<file path="src/rtl/cpu_run_ctrl_pkg.sv">
// Shared definitions for the CPU run controller and the CPU core: opcode
// constants, controller FSM encodings and counter widths.
package cpu_run_ctrl_pkg;

  localparam int CYC_W = 16;
  localparam int OP_W  = 5;

  localparam logic [OP_W-1:0] OP_HALT = 5'b00001;

  typedef enum logic [2:0] {
    ST_IDLE  = 3'd0,
    ST_LOAD  = 3'd1,
    ST_START = 3'd2,
    ST_RUN   = 3'd3,
    ST_DONE  = 3'd4,
    ST_TMO   = 3'd5
  } run_state_e;

  function automatic logic is_busy_state(input run_state_e s);
    return (s == ST_LOAD) || (s == ST_START) || (s == ST_RUN);
  endfunction

endpackage

</file>
<file path="src/rtl/run_watchdog.sv">
// Run-cycle counter with saturating increment and watchdog compare against
// a host-programmed limit (limit 0 disables the watchdog).
module run_watchdog
  import cpu_run_ctrl_pkg::*;
(
  input  logic             clock,
  input  logic             reset,
  input  logic             clear,
  input  logic             count_en,
  input  logic [CYC_W-1:0] max_cycles,
  output logic [CYC_W-1:0] run_cycles,
  output logic             expire
);

  logic [CYC_W-1:0] cnt_q;
  logic [CYC_W-1:0] cnt_d;

  always_comb begin
    cnt_d = cnt_q;
    if (clear) begin
      cnt_d = '0;
    end else if (count_en && (cnt_q != '1)) begin
      cnt_d = cnt_q + CYC_W'(1);
    end
  end

  always_ff @(posedge clock) begin
    if (!reset) begin
      cnt_q <= '0;
    end else begin
      cnt_q <= cnt_d;
    end
  end

  // Fires in the last permitted RUN cycle so the FSM leaves RUN after exactly max_cycles cycles.
  assign expire     = (max_cycles != '0) && (cnt_q == (max_cycles - CYC_W'(1)));
  assign run_cycles = cnt_q;

endmodule

</file>
<file path="src/rtl/cpu_run_ctrl.sv">
// Host-side run controller: streams a program into instruction memory, then
// starts the CPU, watches for HALT or a watchdog timeout and reports status.
module cpu_run_ctrl
  import cpu_run_ctrl_pkg::*;
#(
  parameter int IMEM_AW = 8,
  parameter int IMEM_DW = 16
) (
  input  logic               clock,
  input  logic               reset,
  input  logic               load_req,
  input  logic               run_req,
  input  logic               abort,
  input  logic               ack,
  input  logic               host_valid,
  output logic               host_ready,
  input  logic [IMEM_DW-1:0] host_data,
  input  logic               host_last,
  output logic               im_we,
  output logic [IMEM_AW-1:0] im_addr,
  output logic [IMEM_DW-1:0] im_wdata,
  output logic               cpu_reset,
  output logic               cpu_enable,
  output logic               cpu_start,
  input  logic [4:0]         cpu_wb_op,
  input  logic [15:0]        max_cycles,
  output logic               busy,
  output logic               done,
  output logic               timeout,
  output logic               loaded,
  output logic [IMEM_AW:0]   prog_len,
  output logic [15:0]        run_cycles
);

  localparam logic [IMEM_AW-1:0] ADDR_MAX = '1;

  run_state_e         state_q, state_d;
  logic [IMEM_AW-1:0] waddr_q, waddr_d;
  logic [IMEM_AW:0]   prog_len_q, prog_len_d;
  logic               loaded_q, loaded_d;
  logic               im_we_q, im_we_d;
  logic [IMEM_AW-1:0] im_addr_q, im_addr_d;
  logic [IMEM_DW-1:0] im_wdata_q, im_wdata_d;
  logic               cpu_reset_q, cpu_reset_d;
  logic               cpu_enable_q, cpu_enable_d;
  logic               cpu_start_q, cpu_start_d;
  logic               busy_q, busy_d;
  logic               done_q, done_d;
  logic               timeout_q, timeout_d;

  logic accept;
  logic abort_hit;
  logic wd_clear;
  logic wd_count_en;
  logic wd_expire;

  assign host_ready  = (state_q == ST_LOAD);
  assign accept      = host_valid && host_ready;
  assign abort_hit   = abort && (state_q != ST_IDLE);
  assign wd_clear    = (state_d == ST_START);
  assign wd_count_en = (state_q == ST_RUN);

  run_watchdog u_run_watchdog (
    .clock      (clock),
    .reset      (reset),
    .clear      (wd_clear),
    .count_en   (wd_count_en),
    .max_cycles (max_cycles),
    .run_cycles (run_cycles),
    .expire     (wd_expire)
  );

  always_comb begin
    state_d     = state_q;
    waddr_d     = waddr_q;
    prog_len_d  = prog_len_q;
    loaded_d    = loaded_q;
    im_we_d     = 1'b0;
    im_addr_d   = im_addr_q;
    im_wdata_d  = im_wdata_q;
    cpu_reset_d = cpu_reset_q;

    if (abort_hit) begin
      state_d     = ST_IDLE;
      cpu_reset_d = 1'b0;
    end else begin
      case (state_q)
        ST_IDLE: begin
          if (load_req) begin
            state_d     = ST_LOAD;
            waddr_d     = '0;
            prog_len_d  = '0;
            loaded_d    = 1'b0;
            cpu_reset_d = 1'b0;
          end else if (run_req && loaded_q) begin
            state_d     = ST_START;
            cpu_reset_d = 1'b1;
          end
        end
        ST_LOAD: begin
          if (accept) begin
            im_we_d    = 1'b1;
            im_addr_d  = waddr_q;
            im_wdata_d = host_data;
            prog_len_d = prog_len_q + (IMEM_AW+1)'(1);
            // The top address ends the load instead of wrapping the write pointer.
            if (host_last || (waddr_q == ADDR_MAX)) begin
              loaded_d = 1'b1;
              state_d  = ST_IDLE;
            end else begin
              waddr_d = waddr_q + IMEM_AW'(1);
            end
          end
        end
        ST_START: state_d = ST_RUN;
        ST_RUN: begin
          if (cpu_wb_op == OP_HALT) begin
            state_d = ST_DONE;
          end else if (wd_expire) begin
            state_d = ST_TMO;
          end
        end
        ST_DONE, ST_TMO: begin
          if (ack) begin
            state_d = ST_IDLE;
          end
        end
        default: state_d = ST_IDLE;
      endcase
    end

    // Status outputs are registered copies of the state being entered.
    busy_d       = is_busy_state(state_d);
    done_d       = (state_d == ST_DONE);
    timeout_d    = (state_d == ST_TMO);
    cpu_enable_d = (state_d == ST_START) || (state_d == ST_RUN);
    cpu_start_d  = (state_d == ST_START);
  end

  always_ff @(posedge clock) begin
    if (!reset) begin
      state_q      <= ST_IDLE;
      waddr_q      <= '0;
      prog_len_q   <= '0;
      loaded_q     <= 1'b0;
      im_we_q      <= 1'b0;
      im_addr_q    <= '0;
      im_wdata_q   <= '0;
      cpu_reset_q  <= 1'b0;
      cpu_enable_q <= 1'b0;
      cpu_start_q  <= 1'b0;
      busy_q       <= 1'b0;
      done_q       <= 1'b0;
      timeout_q    <= 1'b0;
    end else begin
      state_q      <= state_d;
      waddr_q      <= waddr_d;
      prog_len_q   <= prog_len_d;
      loaded_q     <= loaded_d;
      im_we_q      <= im_we_d;
      im_addr_q    <= im_addr_d;
      im_wdata_q   <= im_wdata_d;
      cpu_reset_q  <= cpu_reset_d;
      cpu_enable_q <= cpu_enable_d;
      cpu_start_q  <= cpu_start_d;
      busy_q       <= busy_d;
      done_q       <= done_d;
      timeout_q    <= timeout_d;
    end
  end

  assign im_we      = im_we_q;
  assign im_addr    = im_addr_q;
  assign im_wdata   = im_wdata_q;
  assign cpu_reset  = cpu_reset_q;
  assign cpu_enable = cpu_enable_q;
  assign cpu_start  = cpu_start_q;
  assign busy       = busy_q;
  assign done       = done_q;
  assign timeout    = timeout_q;
  assign loaded     = loaded_q;
  assign prog_len   = prog_len_q;

endmodule

</file>
<file path="config.mk">
export PLATFORM = sky130hd
export DESIGN_NAME = cpu_run_ctrl
export DESIGN_NICKNAME = d
export VERILOG_FILES = /design/src/rtl/cpu_run_ctrl_pkg.sv /design/src/rtl/run_watchdog.sv /design/src/rtl/cpu_run_ctrl.sv
export SDC_FILE = /design/constraint.sdc
export NUM_CORES = 1
export LEC_CHECK = 0
export BUFFER_PORTS_ARGS = -buffer_cell sky130_fd_sc_hd__clkbuf_2
export CAP_MARGIN = 20
export CORE_MARGIN = 5
export CORE_UTILIZATION = 52
export CTS_BUF_LIST = sky130_fd_sc_hd__clkbuf_16
export DETAILED_ROUTE_END_ITERATION = 7
export PLACE_DENSITY_LB_ADDON = 0.15
export SYNTH_ARGS = -nofsm -noshare
export SYNTH_HDL_FRONTEND = slang
export SYNTH_SLANG_ARGS = --single-unit
</file>
<file path="constraint.sdc">
create_clock -name clock -period 2.8 [get_ports clock]
set_input_delay 0.14 -clock clock [delete_from_list [all_inputs] [get_ports clock]]
set_output_delay 0.14 -clock clock [all_outputs]
set_load 0.05 [all_outputs]
</file>
---- Word level (Yosys, flattened, before mapping) ----
Index checks and enable logic that the tools add are counted.
storage, ports and cells
  register bits after elaboration ......... 68
  bits in latches ......................... 0
  memory bits (writable) .................. 0
  bits in read-only memories .............. 0
  input port bits ......................... 45
  output and inout port bits .............. 58
  word-level logic and storage cells ...... 85
  memories ................................ 0
operators by class
  add/subtract/negate cells ............... 4
  multiply operators ...................... 0
  divide/modulo/power cells ............... 0
  $lt $le $gt $ge ......................... 0
  eq/ne operators ......................... 18
  shift operators ......................... 0
  mux-type cells .......................... 23
  bitwise operators ....................... 3
  reduce and logical (&&, ||, !) cells .... 23
operators with widths
  operator               count
  $mux 3                 8
  $mux 8                 3
  $mux 9                 2
  $pmux 9 s2             1
  $add 16x1->16 const B  1
  $eq 16x16->1           1
  $ne 16x16->1 const B   1
  $pmux 8 s2             1
  $reduce_bool 16->1     1
  $sub 16x1->16 const B  1
  $pmux 3 s5             1
  $eq 3x2->1 const B     4
  $eq 3x3->1 const B     4
  $reduce_and 5->1       2
  $add 9x1->9 const B    1
  $add 8x1->8 const B    1
  $eq 8x8->1 const B     1
  $eq 3x1->1 const B     2
  $mux 1                 6
  $reduce_or 2->1        3
  $eq 5x1->1 const B     1
  $logic_and 1x1->1      5
  $logic_or 1x1->1       4
  $ne 2x1->1 const B     2
  10 further kinds       14

---- Depth between registers and ports, before layout ----
  word-level depth ........................ 10
  gate-level depth with buffers ........... 9
  depth with buffers taken out ............ 9

---- Modules after synthesis ----
From an unflattened synthesis, not the netlist that was laid out.
second synthesis, totals
  cell total of the unflattened synthesis .. 444
  area, all modules ....................... 3624.7 µm²
by module, submodules not included
  module        times used  cells each  area each (µm²)  sequential area each (µm²)
  cpu_run_ctrl  1           269         2267.2           1041.0
  run_watchdog  1           175         1357.6           320.3

---- Worst setup path after synthesis ----
OpenSTA, ideal clock, no wires.
  path kind ............................... register -> register
  start point ............................. register u_run_watchdog.cnt_q[8] (netlist: u_run_watchdog.run_cycles[8])
  end point ............................... register cpu_start_q (netlist: cpu_start)
  library setup time ...................... 0.129 ns
  arrival ................................. 2.339 ns
  data required time ...................... 2.671 ns
  path slack .............................. 0.332 ns
  cell stages (with the launch flop) ...... 9
  path buffers ............................ 1
  clock period less this slack ............ 2.468 ns
  cells stage by stage .................... dfxtp_1 buf_6 xor2_1 xnor2_1 a31oi_1 or3_1 or3b_1 o31ai_2 a21oi_1
between the ends
  longest elaborated chain between the ends .. 7
ends and longest elaborated chain
  what                    line                 source
  from (decl)             run_watchdog.sv:15   logic [CYC_W-1:0] cnt_q;
  from (signal assigned)  run_watchdog.sv:31   cnt_q <= cnt_d;
  $eq 16x16->1            run_watchdog.sv:36   assign expire = (max_cycles != '0) && (cnt_q == (max_cycles - CYC_W'(1)));
  $logic_and 1x1->1       run_watchdog.sv:36
  $mux 3                  cpu_run_ctrl.sv:119  end else if (wd_expire) begin
  $mux 3                  cpu_run_ctrl.sv:117  if (cpu_wb_op == OP_HALT) begin
  $pmux 3 s5              cpu_run_ctrl.sv:87   case (state_q)
  $mux 3                  cpu_run_ctrl.sv:83   if (abort_hit) begin
  $eq 3x2->1              cpu_run_ctrl.sv:137  cpu_start_d = (state_d == ST_START);
  to (signal assigned)    cpu_run_ctrl.sv:165  cpu_start_q <= cpu_start_d;
  to (decl)               cpu_run_ctrl.sv:46   logic cpu_start_q, cpu_start_d;
No other way between the ends.
A chain may end at the register's enable or synchronous reset.

---- Final worst setup path ----
Same ends and word-level chain as after synthesis.

==> run_results.csv <==
group,metric,value,unit
status,outcome,"complete, no violations",
global_routing,grt_pass1_wl,13970,um
setup_path,ff2ff_path_depth,7,
route,first_pass_iters,4,
route,via_per_inst,5.450,
sta,rsz0062_at_grt,"no",
floorplanning,io_pins,103,
cts,hold_buffers,0,
route,drtIter0Drc,130,
global_routing,antenna_found_initial,0,
run,drv_cap,0,
sta,skew,7.108,ps
logic_synthesis,syn_area,0.003486,mm2
cts,clockRootBuffer,"clkbuf_16",
global_routing,overflow,0,
sta,slew_headroom,49.99,%
power_and_ir_drop,power.total,2.577,mW
placed_design,place_congestion,0.8783,
setup_path,r2r_slack,530,ps
route,vias,3297,
floorplanning,core_area,0.006422,mm2
logic_synthesis,synth_most_common_cell,"nand2_1",
placed_design,dp.cells,589,
setup_path,path_max_fanout,7,
floorplanning,start_util,54.28,%
floorplanning,rows,29,
floorplanning,die_width,91.88,um
cts,post-cts-setup-buffers,0,
logic_synthesis,yosys-top-cells-area,"dfxtp_1 (39%), nand2_1 (8.7%), xor2_1 (7.3%)",
sta,worst_slew_pin_slew,743.3,ps
logic_synthesis,yosys_register_bits,68,
setup_path,cp-startpoint,"u_run_watchdog.run_cycles[8]",
cts,clock-sinks,68,
logic_synthesis,syn_avg_cell_area,8.221,um2
sta,drv_slew,0,
logic_synthesis,yosys.area.top_type_share,39.05,%
sta,layout_setup_ws,526.3,ps
global_routing,grt_max_degree,35,
route,ant_nets,0,
sta,period_share,81.20,%
placed_design,dpl.hpwl,6397,um
logic_synthesis,synth_edf_count,0,
power_and_ir_drop,p_leak,1.828,nW
logic_synthesis,synth_common_cells,"nand2_1 (81), dfxtp_1 (68), nor2_1 (46)",
floorplanning,die_h,91.88,um
layout,n_antenna_cell,0,
cts,insertion_delay,330,ps
global_routing,grt_use_total,20.44,%
placed_design,port_buffers,102,
sta,period_needed,2274,ps
cts,cts_tree,"built",
setup_path,crit_chain,"xor2_1 -> xnor2_1 -> a31oi_1 -> or3_1 -> or3b_1 -> o31ai_2 -> a21oi_1",
setup_path,crit_arrival,2480,ps
layout,fin_nets,573,
setup_path,max_stage_delay,460,ps
floorplanning,die_area,0.008441,mm2
logic_synthesis,ys_types,53,
cts,clk_pin_slew,60,ps
layout,fin_cells,605,
sta,setup_violations,0,
setup_path,reg2reg_to,"cpu_start",
logic_synthesis,yosysTopAreaCell,"dfxtp_1",
placed_design,placed_area,0.004041,mm2
logic_synthesis,synth_top_flop_cell,"dfxtp_1",
power_and_ir_drop,peakVddDrop,0.4093,mV
logic_synthesis,syn-num-nets,474,
setup_path,path_class,"reg2reg",
cts,clk_path_buf_depth,2,
sta,max_freq,439.8,MHz
route,drcViolationCount,0,
min_path,hold_path.class,"in2reg",
layout,finalInstanceArea,0.004388,mm2
layout,drive_above_1_share,25.19,%
logic_synthesis,synthArstFlopShare,0,%
setup_path,worstSetupEndpointType,"register",
setup_path,cp_slowest_cell,"dfxtp_1",
sta,hold_viol_final,0,
power_and_ir_drop,cellPowerDensity,587.2,mW/mm2
logic_synthesis,synth_seq_area_share,39.05,%
layout,area_growth,25.88,%
setup_path,endpoint,"cpu_start",
setup_path,cp.required,3000,ps
setup_path,r2r-start,"u_run_watchdog.run_cycles[8]",
placed_design,dp_slack,410.7,ps
cts,post_cts_resized,0,
logic_synthesis,yosys_warnings,0,
setup_path,start_kind,"register",
cts,ctsHtreeMaxLevel,3,
route,wl,8528,um
cts,cts_made_buffers,9,
global_routing,first_global_vias,3064,
logic_synthesis,syn_inst,424,
sta,fin_setup_tns,0,ps
route,wire_per_inst,14.10,um
-- critical path: cells and delay by family (launching register included) --
| family | cells | cell delay (ps) |
|---|---|---|
| flops | 1 | 460 |
| compound gates | 3 | 510 |
| simple gates | 2 | 790 |
| xor+xnor | 2 | 390 |
-- registers in the layout (all words and copies together), names as in the netlist --
register and flops:
cpu_start 1, cpu_reset 1, busy 1, state_q 3, loaded 1, im_we 1, u_run_watchdog.run_cycles 16, im_wdata 16
cpu_enable 1, waddr_q 8, prog_len 9, timeout 1, done 1, im_addr 8
-- per-layer routing --
metal	part of all wire, %	track usage [%]	vias up
met2	49	35.58	94
met1	43	23.78	1518
met4	2.1	7.302	0
li1	-	-	1672
met3	5.5	6.137	13
met5	0	0	-
-- logic make-up after synthesis --
| logic type | share of synthesized area (%) |
|---|---|
| and+or+nand+nor | 28.97 |
| DFF | 39.05 |
| buffers and inverters | 2.872 |
| adders and majority gates | 1.795 |
| xor gates and xnor gates | 11.06 |
| muxes | 1.185 |
| AOI/OAI and AO/OA | 15.08 |
-- how the worst min path moves through the flow --
stage / start / to / slack, ps / cells past startpoint
6_report: host_data[9] / im_wdata[9] / 40 / 3
2_1_floorplan: load_req / cpu_reset / 250 / 1
3_5_place_dp: host_data[9] / im_wdata[9] / 390 / 3
3_3_place_gp: host_data[5] / im_wdata[5] / 380 / 3
5_1_grt: host_data[8] / im_wdata[8] / 50 / 3
4_1_cts: host_data[9] / im_wdata[9] / 40 / 3
-- metrics by stage --
stage	utilization [%]	hold WS [ps]
2_1_floorplan	-	251.8
3_3_place_gp	62.93	377.4
3_5_place_dp	62.93	385.5
4_1_cts	68.32	37.09
5_1_grt	68.32	45.79
6_report	68.32	39.73
-- area by class of cell --
type                            count  area (um2)
Timing Repair Buffer              105       533.0
Tap cell                           77       96.34
Clock inverter                      7       121.4
Multi-Input combinational cell    332        2024
Sequential cell                    68        1361
Clock buffer                        9       225.2
Fill cell                         553        2034
Inverter                            7       26.28
-- cell usage in the layout, fill, tap and decap left out, drive strengths merged, types with 3 or more instances in the layout --
cell	netlist	routed
nand3	10	10
and3	7	7
mux2i	3	3
nor2b	3	3
ha	5	5
a21oi	12	12
o21a	4	4
clkbuf	13	111
a31oi	5	5
nand2	81	81
nand4	15	15
bufinv	0	3
xor2	29	29
or3	7	7
buf	4	3
nor3	9	9
inv	7	9
and2	4	4
nor2	46	46
nor3b	3	3
a21boi	26	26
o21ai	13	13
nor4	6	6
dfxtp	68	68
o211ai	3	3
xnor2	15	15
-- report_power, final --
| part | total (mW) | internal [mW] | leakage (nW) | switching [mW] |
|---|---|---|---|---|
| clock | 1.31 | 0.876 | 0.170 | 0.438 |
| sequential | 0.997 | 0.983 | 0.549 | 0.0131 |
| combinational | 0.267 | 0.0897 | 1.11 | 0.177 |
| total | 2.58 | 1.95 | 1.83 | 0.628 |
Power figures use the tool's default switching activity.
